## src/rtl/dmem_arbiter.sv

```systemverilog
// Shares one single-port data RAM between the CPU MEM stage and the host loader port.
// Round-robin arbitration with a capped host burst; read data is routed back to its owner.
module dmem_arbiter #(
  parameter int unsigned ADDR_W    = 32,
  parameter int unsigned DATA_W    = 32,
  parameter int unsigned RD_LAT    = 1,
  parameter int unsigned MAX_BURST = 8
) (
  input  logic              clk,
  input  logic              reset,
  input  logic              cpu_req,
  input  logic              cpu_we,
  input  logic [ADDR_W-1:0] cpu_addr,
  input  logic [DATA_W-1:0] cpu_wdata,
  output logic              cpu_stall,
  output logic [DATA_W-1:0] cpu_rdata,
  output logic              cpu_rvalid,
  input  logic              host_req,
  input  logic              host_we,
  input  logic [ADDR_W-1:0] host_addr,
  input  logic [DATA_W-1:0] host_wdata,
  output logic              host_gnt,
  output logic [DATA_W-1:0] host_rdata,
  output logic              host_rvalid,
  output logic              mem_en,
  output logic              mem_we,
  output logic [ADDR_W-1:0] mem_addr,
  output logic [DATA_W-1:0] mem_wdata,
  input  logic [DATA_W-1:0] mem_rdata
);

  localparam logic [1:0] IDLE     = 2'd0;
  localparam logic [1:0] CPU_OWN  = 2'd1;
  localparam logic [1:0] HOST_OWN = 2'd2;
  localparam int unsigned CNT_W   = 8;

  logic [1:0]        last, last_nxt;
  logic [CNT_W-1:0]  burst_cnt, burst_cnt_nxt;
  logic              cpu_win, host_win;
  logic [RD_LAT-1:0] tag_vld, tag_host;
  logic              issue_rd, ret_vld;
  logic [DATA_W-1:0] cpu_hold, host_hold;

  always_ff @(posedge clk) begin
    if (!reset) begin
      last      <= IDLE;
      burst_cnt <= '0;
    end else begin
      last      <= last_nxt;
      burst_cnt <= burst_cnt_nxt;
    end
  end

  // Same-cycle arbitration, next-owner tracking and issue mux
  always_comb begin
    cpu_win       = 1'b0;
    host_win      = 1'b0;
    last_nxt      = IDLE;
    burst_cnt_nxt = '0;
    mem_en        = 1'b0;
    mem_we        = 1'b0;
    mem_addr      = '0;
    mem_wdata     = '0;
    if (reset) begin
      if (cpu_req && host_req) begin
        case (last)
          CPU_OWN:  host_win = 1'b1;
          HOST_OWN: begin
            if (burst_cnt < CNT_W'(MAX_BURST)) host_win = 1'b1;
            else                               cpu_win  = 1'b1;
          end
          default:  cpu_win = 1'b1;
        endcase
      end else begin
        cpu_win  = cpu_req;
        host_win = host_req;
      end
    end
    if (cpu_win) begin
      last_nxt  = CPU_OWN;
      mem_en    = 1'b1;
      mem_we    = cpu_we;
      mem_addr  = cpu_addr;
      mem_wdata = cpu_wdata;
    end else if (host_win) begin
      last_nxt      = HOST_OWN;
      burst_cnt_nxt = (burst_cnt == {CNT_W{1'b1}}) ? burst_cnt : burst_cnt + CNT_W'(1);
      mem_en        = 1'b1;
      mem_we        = host_we;
      mem_addr      = host_addr;
      mem_wdata     = host_wdata;
    end
  end

  assign cpu_stall = reset & cpu_req & ~cpu_win;
  assign host_gnt  = host_win;
  assign issue_rd  = mem_en & ~mem_we;

  // Read-tag pipe: one {valid, owner} slot per cycle of RAM latency
  if (RD_LAT == 1) begin : g_lat1
    always_ff @(posedge clk) begin
      if (!reset) begin
        tag_vld  <= '0;
        tag_host <= '0;
      end else begin
        tag_vld  <= issue_rd;
        tag_host <= host_win;
      end
    end
  end else begin : g_latn
    always_ff @(posedge clk) begin
      if (!reset) begin
        tag_vld  <= '0;
        tag_host <= '0;
      end else begin
        tag_vld  <= {tag_vld[RD_LAT-2:0], issue_rd};
        tag_host <= {tag_host[RD_LAT-2:0], host_win};
      end
    end
  end

  assign ret_vld     = reset & tag_vld[RD_LAT-1];
  assign cpu_rvalid  = ret_vld & ~tag_host[RD_LAT-1];
  assign host_rvalid = ret_vld & tag_host[RD_LAT-1];
  assign cpu_rdata   = cpu_rvalid  ? mem_rdata : cpu_hold;
  assign host_rdata  = host_rvalid ? mem_rdata : host_hold;

  // Hold registers keep the last delivered word visible between returns
  always_ff @(posedge clk) begin
    if (!reset) begin
      cpu_hold  <= '0;
      host_hold <= '0;
    end else begin
      if (cpu_rvalid)  cpu_hold  <= mem_rdata;
      if (host_rvalid) host_hold <= mem_rdata;
    end
  end

endmodule

```

## config.mk

```make
export PLATFORM = sky130hd
export DESIGN_NAME = dmem_arbiter
export DESIGN_NICKNAME = d
export VERILOG_FILES = /design/src/rtl/dmem_arbiter.sv
export SDC_FILE = /design/constraint.sdc
export NUM_CORES = 1
export LEC_CHECK = 0
export ABC_AREA = 1
export BUFFER_PORTS_ARGS = -buffer_cell sky130_fd_sc_hd__buf_2
export CORE_AREA = 2 2 117 119
export DETAILED_ROUTE_END_ITERATION = 10
export DIE_AREA = 0 0 119 121
export PLACE_DENSITY = 0.66
export SETUP_SLACK_MARGIN = 0.4
export SLEW_MARGIN = 20
export SYNTH_ARGS = -nofsm -noshare
export SYNTH_HDL_FRONTEND = slang
export SYNTH_SLANG_ARGS = --single-unit
```

## constraint.sdc

```tcl
create_clock -name clk -period 2.3 [get_ports clk]
set_clock_uncertainty 0.1 [all_clocks]
set_input_delay 0.23 -clock clk [delete_from_list [all_inputs] [get_ports clk]]
set_output_delay 0.23 -clock clk [all_outputs]
set_load 0.05 [all_outputs]
```

## Word level (Yosys, flattened, before mapping)

Index checks and enable logic that the tools add are counted.

| word-level totals | value |
|---|---|
| bits of input ports | 166 |
| register bits | 76 |
| memories kept | 0 |
| word-level logic and storage cells | 46 |
| RAM bits | 0 |
| latch bits | 0 |
| memory bits (read-only) | 0 |

| cells by class | value |
|---|---|
| reductions and logical operators | 3 |
| bitwise logic cells | 11 |
| magnitude comparators | 1 |
| mux-type cells | 20 |
| multipliers | 0 |
| $add $sub $neg | 1 |
| equality and inequality tests | 3 |
| shift-type cells | 0 |
| div/mod/pow operators | 0 |

Operators with widths:

| cell | count |
|---|---|
| $mux W32 | 6 |
| $mux W1 | 11 |
| $add A8 B1 Y8 const B | 1 |
| $eq A8 B8 Y1 const B | 1 |
| $lt A8 B4 Y1 const B | 1 |
| $and A1 B1 Y1 | 6 |
| $not A1 Y1 | 5 |
| $pmux W1 S2 | 2 |
| $reduce_or A3 Y1 | 1 |
| $eq A2 B1 Y1 const B | 1 |
| $eq A2 B2 Y1 const B | 1 |
| $mux W2 | 1 |
| $reduce_or A2 Y1 | 1 |
| $logic_and A1 B1 Y1 | 1 |

## Longest topological paths before layout

| depth | value |
|---|---|
| depth in word-level cells | 9 |
| depth in mapped cells | 14 |

## Worst setup path after synthesis

OpenSTA, ideal clock, no wires.

| timing path | value |
|---|---|
| path type | reg2out |
| start | register tag_host |
| end | output cpu_rdata[22] |
| path slack | 233 ps |
| path buffers | 1 |
| required time | 1,970 ps |
| stages on the path, launching flop included | 6 |
| data arrival time | 1,737 ps |
| cell sequence | dfxtp_1 -> nor3_4 -> clkbuf_1 -> or2_2 -> o21ai_1 -> inv_1 |

| between the ends | value |
|---|---|
| cells in the longest elaborated chain, start to end | 3 |

RTL lines:

| what | line | text |
|---|---|---|
| start: declaration | 40 | `logic [RD_LAT-1:0] tag_vld, tag_host;` |
| start signal: assignment | 107 | `tag_host <= host_win;` |
| $not A1 Y1 | 123 | `assign cpu_rvalid = ret_vld & ~tag_host[RD_LAT-1];` |
| $and A1 B1 Y1 | 123 |  |
| named net cpu_rvalid | 17 | `output logic cpu_rvalid,` |
| $mux W32 | - |  |
| end: declaration | 16 | `output logic [DATA_W-1:0] cpu_rdata,` |

The timed path passes the listed nets, and every way through them passes these cells.

## Worst setup path after layout

| timing path | value |
|---|---|
| start | register last[0] |
| end | output mem_wdata[8] |

| between the ends | value |
|---|---|
| cells in the longest elaborated chain, start to end | 6 |
| elaborated cells between the ends (all ways) | 10 |
| those cells by class | eq/ne (2); mux (8) |

RTL lines:

| what | line | text |
|---|---|---|
| start: declaration | 37 | `logic [1:0] last, last_nxt;` |
| start signal: assignment | 49 | `last <= last_nxt;` |
| $eq A2 B2 Y1 / $eq A2 B1 Y1 (equally long branches) | 66 | `case (last)` |
| $pmux W1 S2 | 66 |  |
| $mux W1 | 65 | `if (cpu_req && host_req) begin` |
| $mux W1 | 64 | `if (reset) begin` |
| $mux W32 | 85 | `end else if (host_win) begin` |
| $mux W32 * | 79 | `if (cpu_win) begin` |
| end: declaration | 28 | `output logic [DATA_W-1:0] mem_wdata,` |

Every way passes the cells marked *; elsewhere a longest branch is shown, timed or not.

==> Implementation_results.wiki <==
{| class="wikitable"
! Metric !! Value
|-
| Total power || 5.36 mW
|-
| Number of cell instances on the worst register-to-register path || 19
|-
| CTS clock-pin slew for the worst setup and hold paths || roughly 0.070 ns
|-
| Total number of H-tree levels || 3
|-
| Placeable core region || 13100 um^2
|-
| Layout-stage area growth over the synthesis result || 152%
|-
| Placed cell area || 6620 um^2
|-
| Leftover overflow at the end of global routing || 0
|-
| Drt initial violations || 401
|-
| Run status || finished, violations left
|-
| Combined flip-flop and latch cell area || 1530 um^2
|-
| Non-filler instance count after layout || 1258
|-
| Highest ir drop seen on vdd || 0.400 mV
|-
| Pre-CTS WS || 0.136 ns
|-
| Total Routed Length || 26.5 mm
|-
| Setup TNS || -17.72 ns
|-
| Number of distinct library cells after synthesis || 26
|-
| Highest Clock Rate || about 0.38 GHz
|-
| Detailed-placement wirelength estimate || 13.3 mm
|-
| DRC violations left || 0
|-
| Number of setup violations in the final report || 68
|-
| PD cells || between 400 and 500 nW/um^2
|-
| Number of global-route vias before repair || 5631
|-
| GRT Total Usage || 28.1%
|-
| Number of enable-type register cells in the synthesized netlist || 0
|-
| Total count of hold-check failures in the final report || 0
|-
| Die Ht || 121 um
|-
| Full die area || about 14000 um^2
|-
| Worst Setup Path Type || flop to primary output
|-
| Category of the worst setup path capture point || primary output
|-
| Worst hold slack || 0.0703 ns
|-
| Syn avg cell area || 6.38 um^2
|-
| Maximum capacitance violations || 0
|-
| Share of synthesized registers carrying an async set or reset || 0%
|-
| Cell count after synthesis || 671
|-
| Number of rows in the core area || between 40 and 50
|-
| Clock Tree Buf Depth || 2
|-
| Largest fanout on the critical path || 7
|-
| Critical path required time || 1.97 ns
|-
| Seq/Total Area, Yosys || a little over a third
|-
| DR vias/cell || 5.07
|-
| Final critical-path share of the clock period || 114%
|-
| Final-stage net count || ~1.2k
|-
| Reg2reg end || tag_vld
|-
| Detailed-route via count || 6372
|-
| Clk Tree Root Cell || clkbuf_16
|-
| Post-Syn Area || roughly 4300 um^2
|-
| Syn. warnings || 0
|-
| Setup repair after global routing missed its margin || yes
|-
| Filler Cell Count || 705
|-
| Clk sink count || 76
|-
| Horizontal die dimension || 119 um
|-
| CP startpoint kind || flop
|-
| Starting utilization of the core area || about a third
|-
| Commonest cells after routing, fill and taps aside || 166 x buf_2, 104 x nand2_4, 79 x buf_6
|-
| Lkg Pwr || 5.48 nW
|-
| Violations in the final reports || setup timing
|-
| Setup slack after layout || -0.318 ns
|-
| Setup slack of the most critical reg-to-reg path || -0.18 ns
|-
| Worst min path class || input pin to flop
|-
| Number of max-slew violations in the final report || 0
|-
| CTS tree || done
|-
| Syn nets || 840
|-
| Primary FF master, synth || dfxtp_1
|-
| Yosys reg bits || 76
|-
| Fraction of final layout cells sized beyond drive strength 1 || between 70% and 80%
|-
| Maximum number of pins on one net before global-route repair || 65
|-
| WL per Instance || approximately 21 um
|-
| Wire length of the first global-routing pass || 30.9 mm
|-
| Number of port buffers || 299
|-
| Initial antenna violation count || 2
|-
| Quantity of hold-fixing buffers added after cts || 0
|-
| Multi-input logic area || 3720 um^2
|-
| Most frequent standard cell in the layout excluding fill and tap cells || buf_2
|-
| Slew HR || 51.7%
|-
| Post-layout utilization of the core || 82.3%
|-
| Last weighted congestion value of the routability-driven placer || 0.840
|-
| Fin area || 10800 um^2
|-
| Drt pass-1 iters || 5
|-
| Total I/O pin count || 300
|-
| Clock buffers created by TritonCTS || 9
|-
| Cells after DPL || between 1k and 1.5k
|-
| Number of routed nets with antenna violations || 0
|-
| Clock latency on the worst-skew pair || 0.34 ns
|-
| Final worst path period need || roughly 2.6 ns
|-
| Worst path arrival time || roughly 2.3 ns
|-
| Endpoint of the worst setup timing path || mem_wdata[8]
|-
| Beginning of the worst register-to-register path || last[0]
|-
| Startpoint of the worst setup timing path || last[0]
|-
| Slew @ Worst Pin || 0.725 ns
|-
| Hold-critical path depth || 3
|}
flip-flops by register name, summed over array words and instances, names as in the netlist:
register   count
tag_vld        1
tag_host       1
last           2
host_hold     32
burst_cnt      8
cpu_hold      32
worst min-delay path by stage:
stage | from | endpoint | slack, ns
floorplan | mem_rdata[17] | host_hold[17] | 0.29
global placement | burst_cnt[1] | burst_cnt[1] | 0.37
detailed placement | burst_cnt[0] | burst_cnt[0] | 0.39
CTS | mem_rdata[0] | cpu_hold[0] | 0.05
global route | mem_rdata[15] | cpu_hold[15] | 0.08
finish | mem_rdata[2] | cpu_hold[2] | 0.07
cells by family after synthesis:
logic type / count (synthesis) / synth area share (%)
simple gates: 335 / 34.2
fa+ha+maj: 3 / 0.878
xor+xnor: 5 / 1.02
compound gates: 100 / 13.6
buf+inv: 152 / 14.7
flops: 76 / 35.6
cell type report:
| class | count | share of cell area, % |
|---|---|---|
| diodes | 2 | 0.0465 |
| clock buffers | 10 | 2.22 |
| clock inverters | 6 | 0.894 |
| inverters | 115 | 4.52 |
| multi-input cells | 443 | 34.6 |
| flip-flops and latches | 76 | 14.2 |
| well taps | 176 | 2.04 |
| repair buffers | 430 | 41.5 |
timing repair:
| item | CTS | global route |
|---|---|---|
| gates resized for setup | 362 | 424 |
| setup buffers | 41 | 51 |
| cloned | 14 | 10 |
| pin swaps | 14 | 36 |
| endpoints found under the setup margin | 132 | 143 |
critical path, cell delays in order, from the launching register on:
cell	delay, ns
dfxtp_2	0.33
inv_2	0.07
ha_4	0.13
inv_4	0.04
nor2_4	0.10
nand3_2	0.10
nand2_1	0.09
nand2_1	0.07
nand2_2	0.12
nand2_4	0.08
nor2_4	0.13
buf_12	0.17
clkbuf_16	0.19
nand2_1	0.10
nand2_4	0.08
buf_8	0.14
report_power, final:
part	switching [mW]	leakage [nW]	internal, mW
logic	1.36	4.70	0.994
clock network	0.624	0.161	0.993
registers	0.0222	0.620	1.37
total	2.00	5.48	3.36
cells in the mapped netlist (2+ instances only):
master / n / area share [%]
a211oi_1: 32 / 5.6
buf_4: 4 / 0.70
nor2_1: 45 / 3.9
buf_1: 7 / 0.61
dfxtp_1: 76 / 36
or2_2: 65 / 9.5
buf_6: 5 / 1.3
a21oi_1: 35 / 4.1
nand3_1: 5 / 0.58
ha_1: 3 / 0.88
o21ai_1: 21 / 2.5
o21ai_0: 12 / 1.4
nand2_1: 210 / 18
clkbuf_1: 16 / 1.4
xor2_1: 4 / 0.82
buf_2: 5 / 0.58
nand2_2: 2 / 0.29
inv_1: 113 / 9.9
inv_2: 2 / 0.18
nand4_1: 3 / 0.44
routing by layer:
| layer | routed length [um] | track usage (%) |
|---|---|---|
| met1 | 9020 | 31.4 |
| met4 | 1650 | 12.1 |
| met5 | 0 | 0 |
| met3 | 1720 | 5.78 |
| met2 | 14100 | 51.5 |
No activity file was read; power rests on OpenSTA's default activity.
